### config.mk
export PLATFORM = sky130hd
export DESIGN_NAME = usb_tx_wire_arb_n
export DESIGN_NICKNAME = d
export VERILOG_FILES = /design/src/rtl/usb_tx_arb_pkg.sv /design/src/rtl/usb_tx_arb_pick.sv /design/src/rtl/usb_tx_wire_arb_n.sv
export SDC_FILE = /design/constraint.sdc
export NUM_CORES = 1
export LEC_CHECK = 0
export CORE_MARGIN = 3
export CORE_UTILIZATION = 40
export DETAILED_ROUTE_END_ITERATION = 6
export PLACE_DENSITY = 0.75
export SETUP_SLACK_MARGIN = 0.1
export SLEW_MARGIN = 15
export SYNTH_ARGS = -nofsm -noshare
export SYNTH_HDL_FRONTEND = slang
export SYNTH_SLANG_ARGS = --single-unit
### constraint.sdc
create_clock -name clk -period 1.9 [get_ports clk]
set_clock_uncertainty 0.15 [all_clocks]
set_input_delay 0.38 -clock clk [delete_from_list [all_inputs] [get_ports clk]]
set_output_delay 0.38 -clock clk [all_outputs]
set_load 0.01 [all_outputs]
### src/rtl/usb_tx_arb_pkg.sv
`default_nettype none
// ============================================================================
// Module   : usb_tx_arb_pkg
// Purpose  : Shared state encodings, arbitration mode constants and the
//            channel-index width helper for the USB transmit-wire arbiter.
// Revision : 1.0 - initial release
// ============================================================================
package usb_tx_arb_pkg;

  // Arbiter state encodings
  localparam logic [1:0] ST_INIT   = 2'b00;
  localparam logic [1:0] ST_IDLE   = 2'b01;
  localparam logic [1:0] ST_ACTIVE = 2'b10;
  localparam logic [1:0] ST_GAP    = 2'b11;

  // Arbitration modes
  localparam int ARB_FIXED = 0;
  localparam int ARB_RR    = 1;

  // Width of the idle-gap down-counter (IDLE_GAP up to 15)
  localparam int GAP_W = 4;

  // Width of a channel index; never narrower than one bit
  function automatic int ch_width(input int n);
    int w;
    w = $clog2(n);
    return (w < 1) ? 1 : w;
  endfunction

endpackage
`default_nettype wire

### src/rtl/usb_tx_arb_pick.sv
`default_nettype none
// ============================================================================
// Module   : usb_tx_arb_pick
// Purpose  : Combinational winner picker. Fixed mode returns the lowest
//            asserted request; round-robin mode returns the first asserted
//            request at or above rr_ptr_i, wrapping modulo NUM_CH.
// Revision : 1.0 - initial release
// ============================================================================
module usb_tx_arb_pick
  import usb_tx_arb_pkg::*;
#(
  parameter int NUM_CH = 2,
  parameter int RR_EN  = ARB_FIXED,
  parameter int CH_W   = ch_width(NUM_CH)
) (
  input  logic [NUM_CH-1:0] req_i,
  input  logic [CH_W-1:0]   rr_ptr_i,
  output logic [CH_W-1:0]   winner_o,
  output logic              valid_o
);

  // One extra bit so rr_ptr + offset cannot overflow before the wrap
  localparam int SW = CH_W + 1;

  assign valid_o = |req_i;

  generate
    if (RR_EN == ARB_RR) begin : g_rr
      // Walk the rotated order from its far end so the candidate nearest rr_ptr wins
      always_comb begin
        logic [SW-1:0]   sum;
        logic [CH_W-1:0] idx;
        sum      = '0;
        idx      = '0;
        winner_o = '0;
        for (int k = NUM_CH - 1; k >= 0; k--) begin
          sum = {1'b0, rr_ptr_i} + SW'(k);
          if (sum >= SW'(NUM_CH)) begin
            sum = sum - SW'(NUM_CH);
          end
          idx = sum[CH_W-1:0];
          if (req_i[idx]) begin
            winner_o = idx;
          end
        end
      end
    end else begin : g_fixed
      // The rotation pointer has no meaning in fixed-priority mode
      logic unused_ptr;
      assign unused_ptr = ^rr_ptr_i;

      // Scan downward so the lowest asserted index is the last one written
      always_comb begin
        winner_o = '0;
        for (int i = NUM_CH - 1; i >= 0; i--) begin
          if (req_i[i]) begin
            winner_o = CH_W'(i);
          end
        end
      end
    end
  endgenerate

endmodule
`default_nettype wire

### src/rtl/usb_tx_wire_arb_n.sv
`default_nettype none
// ============================================================================
// Module   : usb_tx_wire_arb_n
// Purpose  : Arbitrates NUM_CH transmit sources onto the single usbTxWire
//            write interface. Fixed-priority or round-robin selection, an
//            optional idle gap between ownerships, gated per-channel ready,
//            and forced-idle wire outputs whenever no grant is held.
// Revision : 1.0 - initial release
// ============================================================================
module usb_tx_wire_arb_n
  import usb_tx_arb_pkg::*;
#(
  parameter int NUM_CH   = 2,
  parameter int DATA_W   = 2,
  parameter int RR_EN    = ARB_FIXED,
  parameter int IDLE_GAP = 0
) (
  input  logic                          clk,
  input  logic                          rst,
  input  logic [NUM_CH-1:0]             ch_req,
  output logic [NUM_CH-1:0]             ch_gnt,
  input  logic [NUM_CH-1:0]             ch_wen,
  input  logic [NUM_CH*DATA_W-1:0]      ch_data,
  input  logic [NUM_CH-1:0]             ch_ctl,
  output logic [NUM_CH-1:0]             ch_rdy,
  input  logic                          wire_rdy_in,
  output logic [DATA_W-1:0]             tx_bits,
  output logic                          tx_ctl,
  output logic                          tx_wen,
  output logic                          busy,
  output logic [ch_width(NUM_CH)-1:0]   active_ch
);

  localparam int               CH_W     = ch_width(NUM_CH);
  localparam logic [GAP_W-1:0] GAP_LOAD = GAP_W'(IDLE_GAP);
  localparam logic [CH_W-1:0]  LAST_CH  = CH_W'(NUM_CH - 1);

  logic [1:0]        state_q,  state_d;
  logic [NUM_CH-1:0] gnt_q,    gnt_d;
  logic [CH_W-1:0]   sel_q,    sel_d;
  logic [CH_W-1:0]   rr_ptr_q, rr_ptr_d;
  logic [GAP_W-1:0]  gap_q,    gap_d;
  logic              busy_q,   busy_d;

  logic [CH_W-1:0]   pick_winner;
  logic              pick_valid;

  usb_tx_arb_pick #(
    .NUM_CH (NUM_CH),
    .RR_EN  (RR_EN),
    .CH_W   (CH_W)
  ) u_pick (
    .req_i    (ch_req),
    .rr_ptr_i (rr_ptr_q),
    .winner_o (pick_winner),
    .valid_o  (pick_valid)
  );

  // State register: reset drops any grant immediately, no transfer completion
  always_ff @(posedge clk) begin
    if (rst) begin
      state_q  <= ST_INIT;
      gnt_q    <= '0;
      sel_q    <= '0;
      rr_ptr_q <= '0;
      gap_q    <= '0;
      busy_q   <= 1'b0;
    end else begin
      state_q  <= state_d;
      gnt_q    <= gnt_d;
      sel_q    <= sel_d;
      rr_ptr_q <= rr_ptr_d;
      gap_q    <= gap_d;
      busy_q   <= busy_d;
    end
  end

  // Next-state logic: grant only from IDLE, release when the owner drops its request
  always_comb begin
    state_d  = state_q;
    gnt_d    = gnt_q;
    sel_d    = sel_q;
    rr_ptr_d = rr_ptr_q;
    gap_d    = gap_q;
    busy_d   = busy_q;
    case (state_q)
      ST_INIT: begin
        state_d = ST_IDLE;
      end
      ST_IDLE: begin
        if (pick_valid) begin
          state_d  = ST_ACTIVE;
          gnt_d    = NUM_CH'(1) << pick_winner;
          sel_d    = pick_winner;
          busy_d   = 1'b1;
          rr_ptr_d = (pick_winner == LAST_CH) ? '0 : pick_winner + CH_W'(1);
        end
      end
      ST_ACTIVE: begin
        // Other channels' requests are deliberately ignored here: no preemption
        if (!ch_req[sel_q]) begin
          gnt_d  = '0;
          sel_d  = '0;
          busy_d = 1'b0;
          if (IDLE_GAP > 0) begin
            gap_d   = GAP_LOAD;
            state_d = ST_GAP;
          end else begin
            state_d = ST_IDLE;
          end
        end
      end
      ST_GAP: begin
        // Leaving on a count of 1 gives exactly IDLE_GAP cycles in GAP
        if (gap_q <= GAP_W'(1)) begin
          gap_d   = '0;
          state_d = ST_IDLE;
        end else begin
          gap_d = gap_q - GAP_W'(1);
        end
      end
      default: begin
        state_d = ST_INIT;
      end
    endcase
  end

  // Output logic: only the granted channel reaches the wire, otherwise idle
  always_comb begin
    tx_wen  = 1'b0;
    tx_bits = '0;
    tx_ctl  = 1'b0;
    if (busy_q) begin
      tx_wen  = ch_wen[sel_q];
      tx_bits = ch_data[int'(sel_q) * DATA_W +: DATA_W];
      tx_ctl  = ch_ctl[sel_q];
    end
  end

  assign ch_gnt    = gnt_q;
  assign ch_rdy    = {NUM_CH{wire_rdy_in}} & gnt_q;
  assign busy      = busy_q;
  assign active_ch = sel_q;

endmodule
`default_nettype wire

==> results.json <==
{
  "hpwl_um": 949,
  "drive_gt1_share_pct": 20.9,
  "leakagePower_nw": 0.328,
  "crit_type": "input port to primary output",
  "pre_cts_slack_ps": -188,
  "crit_slowest_cell": "clkdlybuf4s50_1",
  "io_buffer_count": 22,
  "yosysSeqAreaShare_pct": 31.5,
  "status": "finished clean",
  "rows": 13,
  "placed_area_um2": 803,
  "die_h_um": 43.8,
  "met1_usage_pct": 20.2,
  "dp_cells": 97,
  "gp_congestion": 0.801,
  "drtPass1Iterations": 3,
  "grt_overflow_total": 0,
  "drtIter0Drc": 12,
  "grt_pass1_vias": 513,
  "start_util_pct": 43.4,
  "synth.distinct_cells": 29,
  "hold_viol": 0,
  "finalPower_mw": 0.488,
  "fin_crit_sh_pct": 92.6,
  "final_common_cell": "clkdlybuf4s50_1",
  "clock-root-buffer": "clkbuf_4",
  "synth_nets": 76,
  "max_freq_ghz": 0.569,
  "maxSlewHeadroom_pct": 69.6,
  "drv_cap": 0,
  "hold_buffers": 0,
  "ios": 23,
  "met2_usage_pct": 23.8,
  "postCtsSetupBuffers": 0,
  "fin_ws_ps": 141,
  "clock_latency_ps": 270,
  "via_per_inst": 5.53,
  "clock_path_buffers": 2,
  "dieWidth_um": 43.8,
  "fin_area_um2": 811,
  "grt_max_degree": 12,
  "pwr_density_cell_nw_per_um2": 602,
  "wirelength_um": 1320,
  "ys_seq_elements": 9,
  "numCtsBuffers": 3,
  "worstMarginPinSlew_ps": 449,
  "end_kind": "primary output",
  "h-tree-depth": 1,
  "final.fill_count": 122,
  "via_count": 559,
  "setup_viol": 0,
  "required_ps": 1370,
  "ant_nets": 0,
  "syn_avg_cell_area_um2": 9.37,
  "fin_crit_ps": 1760,
  "antenna_cells": 0,
  "grtUsageTotal_pct": 16.3,
  "slowest_delay_ps": 470,
  "drc": 0,
  "cp_max_fo": 2,
  "r2r_slack_ps": 410,
  "postSynthCellCount": 61,
  "peakVddDrop_mv": 0.397,
  "fin_cells": 101,
  "final_max_slew_viol_count": 0,
  "numClockSinks": 9,
  "hold_path.class": "register to register",
  "critical_path_arrival_ps": 1230,
  "grt.busiest_layer": "met2",
  "dieArea_um2": 1920,
  "core-area_um2": 1320,
  "nets": 102,
  "cts_tree": "built",
  "grt_pass1_wl_um": 2270,
  "final_cell_mix": "clkdlybuf4s50_1, dfxtp_1, mux2i_1",
  "antenna_found_initial": 0,
  "cp-start-kind": "input port",
  "synth_area_um2": 572,
  "clk_pin_slew_worst_paths_ps": 60,
  "areaGrowthSynthToFinish_pct": 41.8,
  "met3_usage_pct": 4.98,
  "yosys_warnings": 0,
  "fin_util_pct": 61.5,
  "path_cells": "clkdlybuf4s50_1 -> and2_1 -> dlygate4sd2_1",
  "post_drt_wl_per_cell_um": 13.1,
  "rsz0062_at_grt": "false"
}
per-layer routing:
layer | vias up | routed length [um]
met4 | 0 | 40
met1 | 262 | 598
met3 | 5 | 129
met2 | 21 | 555
li1 | 271 | -
met5 | - | 0
final cells by class:
type                            count  area, um^2  area share, %
Multi-Input combinational cell     47         362           44.6
Tap cell                           15        18.8           2.31
Sequential cell                     9         183           22.5
Inverter                            2        7.51          0.926
Clock buffer                        4        26.3           3.24
Timing Repair Buffer               24         214           26.4
state kept, by name, summed over array words and instances, names as in the netlist:
| register | cells |
|---|---|
| gap_q | 4 |
| ch_gnt | 2 |
| busy | 1 |
| state_q | 2 |
Yosys cell counts (all sizes together):
library cell / count / share of area (%)
dfxtp: 9 / 32
nor2b: 7 / 9.4
mux2i: 6 / 11
a21oi: 5 / 4.4
nor2: 5 / 3.3
and2: 2 / 2.2
buf: 2 / 3.3
ha: 2 / 4.4
inv: 2 / 1.3
nand2: 2 / 1.3
nand3b: 2 / 2.6
o21ai: 2 / 1.8
o31ai: 2 / 2.6
a21bo: 1 / 1.8
a221o: 1 / 1.8
a221oi: 1 / 2.6
and2b: 1 / 1.8
clkbuf: 1 / 0.66
nand2b: 1 / 1.1
nand3: 1 / 0.87
nand4bb: 1 / 2.0
nor3: 1 / 0.87
o221a: 1 / 2.0
o22a: 1 / 1.8
o311ai: 1 / 1.5
o41ai: 1 / 2.8
cells by family after synthesis:
| kind of cell | after synthesis | synth area share [%] |
|---|---|---|
| AOI/OAI and AO/OA | 16 | 23.0 |
| DFF | 9 | 31.5 |
| buffers and inverters | 5 | 5.25 |
| muxes | 6 | 10.5 |
| adders and majority gates | 2 | 4.38 |
| and+or+nand+nor | 23 | 25.4 |
per-stage QoR:
| stage | hold slack, ps | setup TNS, ps |
|---|---|---|
| after floorplan | 307 | 0 |
| after global placement | 332 | -899 |
| after detailed placement | 328 | -958 |
| after CTS | 341 | 0 |
| after global routing | 375 | 0 |
| final | 334 | 0 |
final timing paths:
path,depth (start not counted),startpoint,end
worst min-delay path,2,gap_q[3]$_SDFFE_PP0N_,gap_q[3]$_SDFFE_PP0N_
worst max-delay path,3,wire_rdy_in,ch_rdy[0]
worst min register to register,2,gap_q[3]$_SDFFE_PP0N_,gap_q[3]$_SDFFE_PP0N_
worst max register to register,5,gap_q[0]$_SDFFE_PP0N_,state_q[1]$_SDFFE_PP0P_
worst max-delay path, delay by kind of cell:
kind                   cells  cell delay, ps
buffers and inverters      2             740
AND/OR/NAND/NOR            1             120
repair_timing:
| action | 4_1_cts | 5_1_grt |
|---|---|---|
| hold endpoints to repair | 0 | 0 |
| setup endpoints to repair | 9 | 4 |
| gates resized for setup | 11 | 8 |
report_power, final:
part           internal, mW  switching (mW)
clock                0.0812          0.0714
sequential            0.199          0.0137
combinational        0.0746          0.0477
total                 0.355           0.133
(Power assumes the default switching activity.)
